--- src/rtl/divisor_radix_hs.sv ---
// divisor_radix_hs: sequential restoring integer divider, signed or unsigned per
// transaction, RADIX_BITS quotient bits per cycle, valid/ready on both sides.
// Optional macro DIV_ERR_FLAGS_EN: divide-by-zero / signed-overflow fast path
// with DivZero and Ovf flags; without it both flags read 0.
module divisor_radix_hs #(
  parameter int WIDTH      = 32,
  parameter int RADIX_BITS = 1
) (
  input  logic             CLK,
  input  logic             RSTa,
  input  logic             in_valid,
  output logic             in_ready,
  input  logic             Signed,
  input  logic [WIDTH-1:0] Num,
  input  logic [WIDTH-1:0] Den,
  output logic             out_valid,
  input  logic             out_ready,
  output logic [WIDTH-1:0] Coc,
  output logic [WIDTH-1:0] Res,
  output logic             DivZero,
  output logic             Ovf
);

  localparam int N  = WIDTH / RADIX_BITS;
  localparam int CW = $clog2(N) + 1;
  localparam logic [CW-1:0] CONT_INIT = CW'(N - 1);

  typedef enum logic [1:0] {IDLE, CALC, FIX, DONE} state_t;

  state_t            state_q, state_d;
  logic [CW-1:0]     cont_q, cont_d;
  logic              sgn_q, sgn_d, snum_q, snum_d, sden_q, sden_d;
  logic [WIDTH:0]    accu_q, accu_d, m_q, m_d;
  logic [WIDTH-1:0]  quo_q, quo_d;
  logic [WIDTH-1:0]  coc_q, coc_d, res_q, res_d;
  logic [WIDTH:0]    step_accu;
  logic [WIDTH-1:0]  step_quo;
  logic              accept;

  // Two's-complement negation, modulo 2^WIDTH.
  function automatic logic [WIDTH-1:0] neg2c(input logic [WIDTH-1:0] v);
    return ~v + WIDTH'(1);
  endfunction

  // Magnitude of an operand; raw value when unsigned. |most-negative| wraps to
  // 2^(WIDTH-1), which is the correct unsigned magnitude.
  function automatic logic [WIDTH-1:0] mag(input logic [WIDTH-1:0] v, input logic s);
    return (s && v[WIDTH-1]) ? neg2c(v) : v;
  endfunction

  assign accept    = in_valid && in_ready;
  assign in_ready  = (state_q == IDLE);
  assign out_valid = (state_q == DONE);
  assign Coc       = coc_q;
  assign Res       = res_q;

`ifdef DIV_ERR_FLAGS_EN
  logic divz_q, divz_d, ovf_q, ovf_d;
  assign DivZero = divz_q;
  assign Ovf     = ovf_q;
`else
  assign DivZero = 1'b0;
  assign Ovf     = 1'b0;
`endif

  // RADIX_BITS chained restoring steps on {ACCU,Q} against divisor M.
  always_comb begin
    step_accu = accu_q;
    step_quo  = quo_q;
    for (int i = 0; i < RADIX_BITS; i++) begin
      step_accu = {step_accu[WIDTH-1:0], step_quo[WIDTH-1]};
      step_quo  = {step_quo[WIDTH-2:0], 1'b0};
      if (step_accu >= m_q) begin
        step_accu   = step_accu - m_q;
        step_quo[0] = 1'b1;
      end
    end
  end

  // Next-state and datapath update for IDLE/CALC/FIX/DONE.
  always_comb begin
    state_d = state_q;
    cont_d  = cont_q;
    sgn_d   = sgn_q;
    snum_d  = snum_q;
    sden_d  = sden_q;
    accu_d  = accu_q;
    m_d     = m_q;
    quo_d   = quo_q;
    coc_d   = coc_q;
    res_d   = res_q;
`ifdef DIV_ERR_FLAGS_EN
    divz_d  = divz_q;
    ovf_d   = ovf_q;
`endif
    case (state_q)
      IDLE: begin
        if (accept) begin
          sgn_d   = Signed;
          snum_d  = Signed && Num[WIDTH-1];
          sden_d  = Signed && Den[WIDTH-1];
          accu_d  = '0;
          quo_d   = mag(Num, Signed);
          m_d     = {1'b0, mag(Den, Signed)};
          cont_d  = CONT_INIT;
          state_d = CALC;
`ifdef DIV_ERR_FLAGS_EN
          divz_d  = 1'b0;
          ovf_d   = 1'b0;
          if (Den == '0) begin
            state_d = DONE;
            coc_d   = '1;
            res_d   = Num;
            divz_d  = 1'b1;
          end else if (Signed && Num == {1'b1, {(WIDTH-1){1'b0}}} && Den == '1) begin
            state_d = DONE;
            coc_d   = Num;
            res_d   = '0;
            ovf_d   = 1'b1;
          end
`endif
        end
      end
      CALC: begin
        accu_d = step_accu;
        quo_d  = step_quo;
        cont_d = cont_q - CW'(1);
        if (cont_q == '0) state_d = FIX;
      end
      FIX: begin
        coc_d   = (sgn_q && (snum_q ^ sden_q)) ? neg2c(quo_q) : quo_q;
        res_d   = (sgn_q && snum_q) ? neg2c(accu_q[WIDTH-1:0]) : accu_q[WIDTH-1:0];
        state_d = DONE;
      end
      DONE: begin
        if (out_ready) state_d = IDLE;
      end
      default: state_d = IDLE;
    endcase
  end

  // Control and result registers; async reset aborts any in-flight divide.
  always_ff @(posedge CLK or negedge RSTa) begin
    if (!RSTa) begin
      state_q <= IDLE;
      cont_q  <= '0;
      sgn_q   <= 1'b0;
      snum_q  <= 1'b0;
      sden_q  <= 1'b0;
      coc_q   <= '0;
      res_q   <= '0;
`ifdef DIV_ERR_FLAGS_EN
      divz_q  <= 1'b0;
      ovf_q   <= 1'b0;
`endif
    end else begin
      state_q <= state_d;
      cont_q  <= cont_d;
      sgn_q   <= sgn_d;
      snum_q  <= snum_d;
      sden_q  <= sden_d;
      coc_q   <= coc_d;
      res_q   <= res_d;
`ifdef DIV_ERR_FLAGS_EN
      divz_q  <= divz_d;
      ovf_q   <= ovf_d;
`endif
    end
  end

  // Working datapath registers; always reloaded at accept, so no reset needed.
  always_ff @(posedge CLK) begin
    accu_q <= accu_d;
    m_q    <= m_d;
    quo_q  <= quo_d;
  end

`ifndef DIV_ERR_FLAGS_EN
`ifndef SYNTHESIS
  // Without the flag path a zero divisor runs the normal algorithm; flag it in simulation.
  always @(posedge CLK) begin
    if (RSTa && accept && Den == '0) $error("divisor_radix_hs: divide by zero accepted");
  end
`endif
`endif

endmodule

--- config.mk ---
export PLATFORM = sky130hd
export DESIGN_NAME = divisor_radix_hs
export DESIGN_NICKNAME = d
export VERILOG_FILES = /design/src/rtl/divisor_radix_hs.sv
export SDC_FILE = /design/constraint.sdc
export NUM_CORES = 1
export LEC_CHECK = 0
export CAP_MARGIN = 20
export CORE_MARGIN = 5
export CORE_UTILIZATION = 51
export DETAILED_ROUTE_END_ITERATION = 7
export PLACE_DENSITY_LB_ADDON = 0.12
export SYNTH_ARGS = -nofsm -noshare
export SYNTH_HDL_FRONTEND = slang
export SYNTH_SLANG_ARGS = --single-unit
--- constraint.sdc ---
create_clock -name CLK -period 6.7 [get_ports CLK]
set_input_delay 1.34 -clock CLK [delete_from_list [all_inputs] [get_ports CLK]]
set_output_delay 1.34 -clock CLK [all_outputs]
set_load 0.005 [all_outputs]
==> flow_summary.json <==
{
  "outcome": "completed",
  "tritoncts": "yes",
  "numCtsBuffers": 17,
  "ant_nets": 0,
  "grt_util_met3_pct": 2.81,
  "fin_tns_setup_ns": 0,
  "p_leak_nw": 5.03,
  "finClkSkew_ns": 0.0129,
  "path_buf_inv": 1,
  "hp-class": "flop to flop",
  "die_h_microns": 155,
  "hpwl_microns": 19400,
  "routed_wl_microns": 25900,
  "synth_warnings": 0,
  "maxCapViolations": 0,
  "placed_area_sq_um": 12400,
  "critPathMaxStageDelay_ns": 0.60,
  "ys_types": 67,
  "period_minus_slack_ns": 4.08,
  "grt_pass1_vias": 8304,
  "rsz0062_at_grt": "false",
  "dominantRegCellSynth": "edfxtp_1",
  "grt_max_degree": 80,
  "cp_top_family": "simple AND/OR/NAND/NOR gates",
  "area_growth_syn_to_layout_pct": 20.7,
  "final_area_sq_um": 13000,
  "reg2reg_slack_ns": 3.01,
  "cp_slowest_cell": "nor4_1",
  "critPathMaxFanout": 5,
  "fillCellCount": 1855,
  "ys_seq_area_share_pct": 44.1,
  "min_period_over_period_pct": 60.8,
  "crit_chain": "clkdlybuf4s50_1, nor4_1, nor4b_2, nand4_1, nor3_1, a21oi_1, xnor2_1, o21ai_0",
  "seq_area_sq_um": 4760,
  "top_usage_layer": "met2",
  "finalMaxSlewViolations": 0,
  "cts.clk_slew.worst_paths_ns": 0.06,
  "worst-slew-pin-transition_ns": 0.863,
  "cts_hold_buf": 0,
  "antenna_found_initial": 0,
  "drc": 0,
  "grtUsageTotal_pct": 21.6,
  "cts_num_sinks": 171,
  "multi_input_area_sq_um": 5630,
  "grt_pass1_wl_microns": 42600,
  "postSynthAreaPerCell_sq_um": 9.12,
  "clock.fmax_ghz": 0.245,
  "fin_nets": 1413,
  "ys_ff_latch": 171,
  "yosysMostFrequentCell": "a21oi_1",
  "port_buffers": 134,
  "grt_overflow": 0,
  "hold_viol": 0,
  "netlist_instances": 1183,
  "synth_enable_flop_cells": 96,
  "num_rows": 53,
  "synth_area_leaders": "edfxtp_1 (27%), dfrtp_1 (17%), a21oi_1 (7.0%)",
  "criticalPathCategory": "input pin to flop",
  "arrival_ns": 4.22,
  "synth_area_sq_um": 10800,
  "wl_per_cell_microns": 16.3,
  "synth_commonest_cells": "a21oi_1 (150), nor2_1 (135), nand2_1 (123)",
  "core_area_sq_um": 21000,
  "slew_headroom_pct": 42.5,
  "clock_latency_ns": 0.43,
  "viasPerCell": 5.51,
  "start_util_pct": 51.5,
  "setup_viol": 0,
  "die_w_microns": 155,
  "met1_usage_pct": 32.7,
  "async_flop_share_pct": 43.9,
  "end_kind": "flop",
  "h-tree-depth": 4,
  "n_antenna_cell": 0,
  "critPathRequiredTime_ns": 6.85,
  "yosys.area.top_type": "edfxtp_1",
  "io_pins": 137,
  "cts_root_buffer": "clkbuf_16",
  "final_layout_size_suffix_gt1_share_pct": 5.56,
  "num_vias": 8763,
  "gp_congestion": 0.890,
  "synth_top_area_share_pct": 26.7,
  "cts-resized-gates": 0,
  "drtIter0Drc": 715,
  "use_met2_pct": 33.0,
  "ir_drop_mv": 0.224,
  "dr.pass1.iters": 5,
  "postCtsSetupRepairBufs": 0,
  "power_density_nw_per_um2": 495,
  "dieArea_sq_um": 24200,
  "start_kind": "input pin",
  "cts_buffer_depth": 2
}
[state kept, by name, summed over array words and instances (netlist names), 2 cells and up]
name     cells
Res         32
accu_q      32
quo_q       32
state_q      2
Coc         32
m_q         32
cont_q       6
[final timing paths]
kind | start | endpoint | depth (start not counted)
worst max-delay path | Num[2] | quo_q[29]$_DFFE_PP_ | 8
max in group asynchronous | RSTa | Res[16]$_DFFE_PN0P_ | 2
min in group asynchronous | RSTa | Coc[11]$_DFFE_PN0P_ | 1
worst min-delay path | Res[0]$_DFFE_PN0P_ | Res[0]$_DFFE_PN0P_ | 1
worst max register to register | accu_q[2]$_SDFFCE_PN0P_ | accu_q[28]$_SDFFCE_PN0P_ | 11
worst min register to register | Res[0]$_DFFE_PN0P_ | Res[0]$_DFFE_PN0P_ | 1
[worst reg2reg max path, cell delays in order (launching register included)]
cell,delay (ns)
edfxtp_1,0.49
ha_1,0.41
a21o_1,0.20
a21oi_1,0.28
a211oi_4,0.14
o21ai_2,0.26
a211oi_4,0.12
nor3_1,0.31
o21a_1,0.48
buf_4,0.33
nor4_1,0.09
a311o_1,0.33
[layout by cell type (no fill, tap or decap), drive strengths merged, types with 12 or more instances in the layout]
master / count
clkdlybuf4s50: 133
inv: 68
a21o: 12
edfxtp: 96
o21ai: 78
nand2: 124
nor4: 19
nand2b: 15
nand3: 17
a21oi: 150
clkbuf: 22
nor3: 25
dfrtp: 75
xnor2: 81
xor2: 63
nor2: 135
ha: 42
[layout make-up]
type | instances | share of cell area [%]
Inverter | 64 | 1.84
Sequential cell | 171 | 36.5
Clock buffer | 22 | 3.98
Multi-Input combinational cell | 903 | 43.3
Clock inverter | 10 | 0.586
Timing Repair Buffer | 144 | 11.2
Tap cell | 275 | 2.64
[metrics by stage]
step / power [mW] / hold WS, ns / utilization [%] / setup slack (ns) / cells
final: 6.44 / 0.508 / 62.2 / 2.62 / 1589
after global routing: 6.98 / 0.516 / 62.2 / 2.52 / 1589
after CTS: 6.46 / 0.510 / 61.9 / 2.77 / 1587
after detailed placement: 5.45 / 0.495 / 59.1 / 2.36 / 1555
after global placement: 5.39 / 0.494 / 59.1 / 2.43 / 1555
after floorplan: 4.38 / 0.469 / - / 0.0995 / 1184
[kinds of logic after synthesis]
logic type	after synthesis	synth area share, %
simple gates	389	16.8
compound gates	316	17.4
flops	171	44.1
xor+xnor	144	11.7
buf+inv	110	3.97
fa+ha+maj	43	5.06
mux	9	0.928
other cells	1	0.0348
[power breakdown]
part | switching [mW] | internal, mW | total (mW)
Clock | 0.427 | 0.557 | 0.984
Sequential | 0.467 | 1.75 | 2.22
Combinational | 1.80 | 1.45 | 3.24
[per-layer routing]
| metal | share of wire (%) | wire, microns |
|---|---|---|
| met1 | 48 | 12500 |
| met2 | 44 | 11500 |
| met3 | 5.9 | 1530 |
| met4 | 1.2 | 316 |
| met5 | 0 | 0 |
No activity file was read; power rests on OpenSTA's default activity.
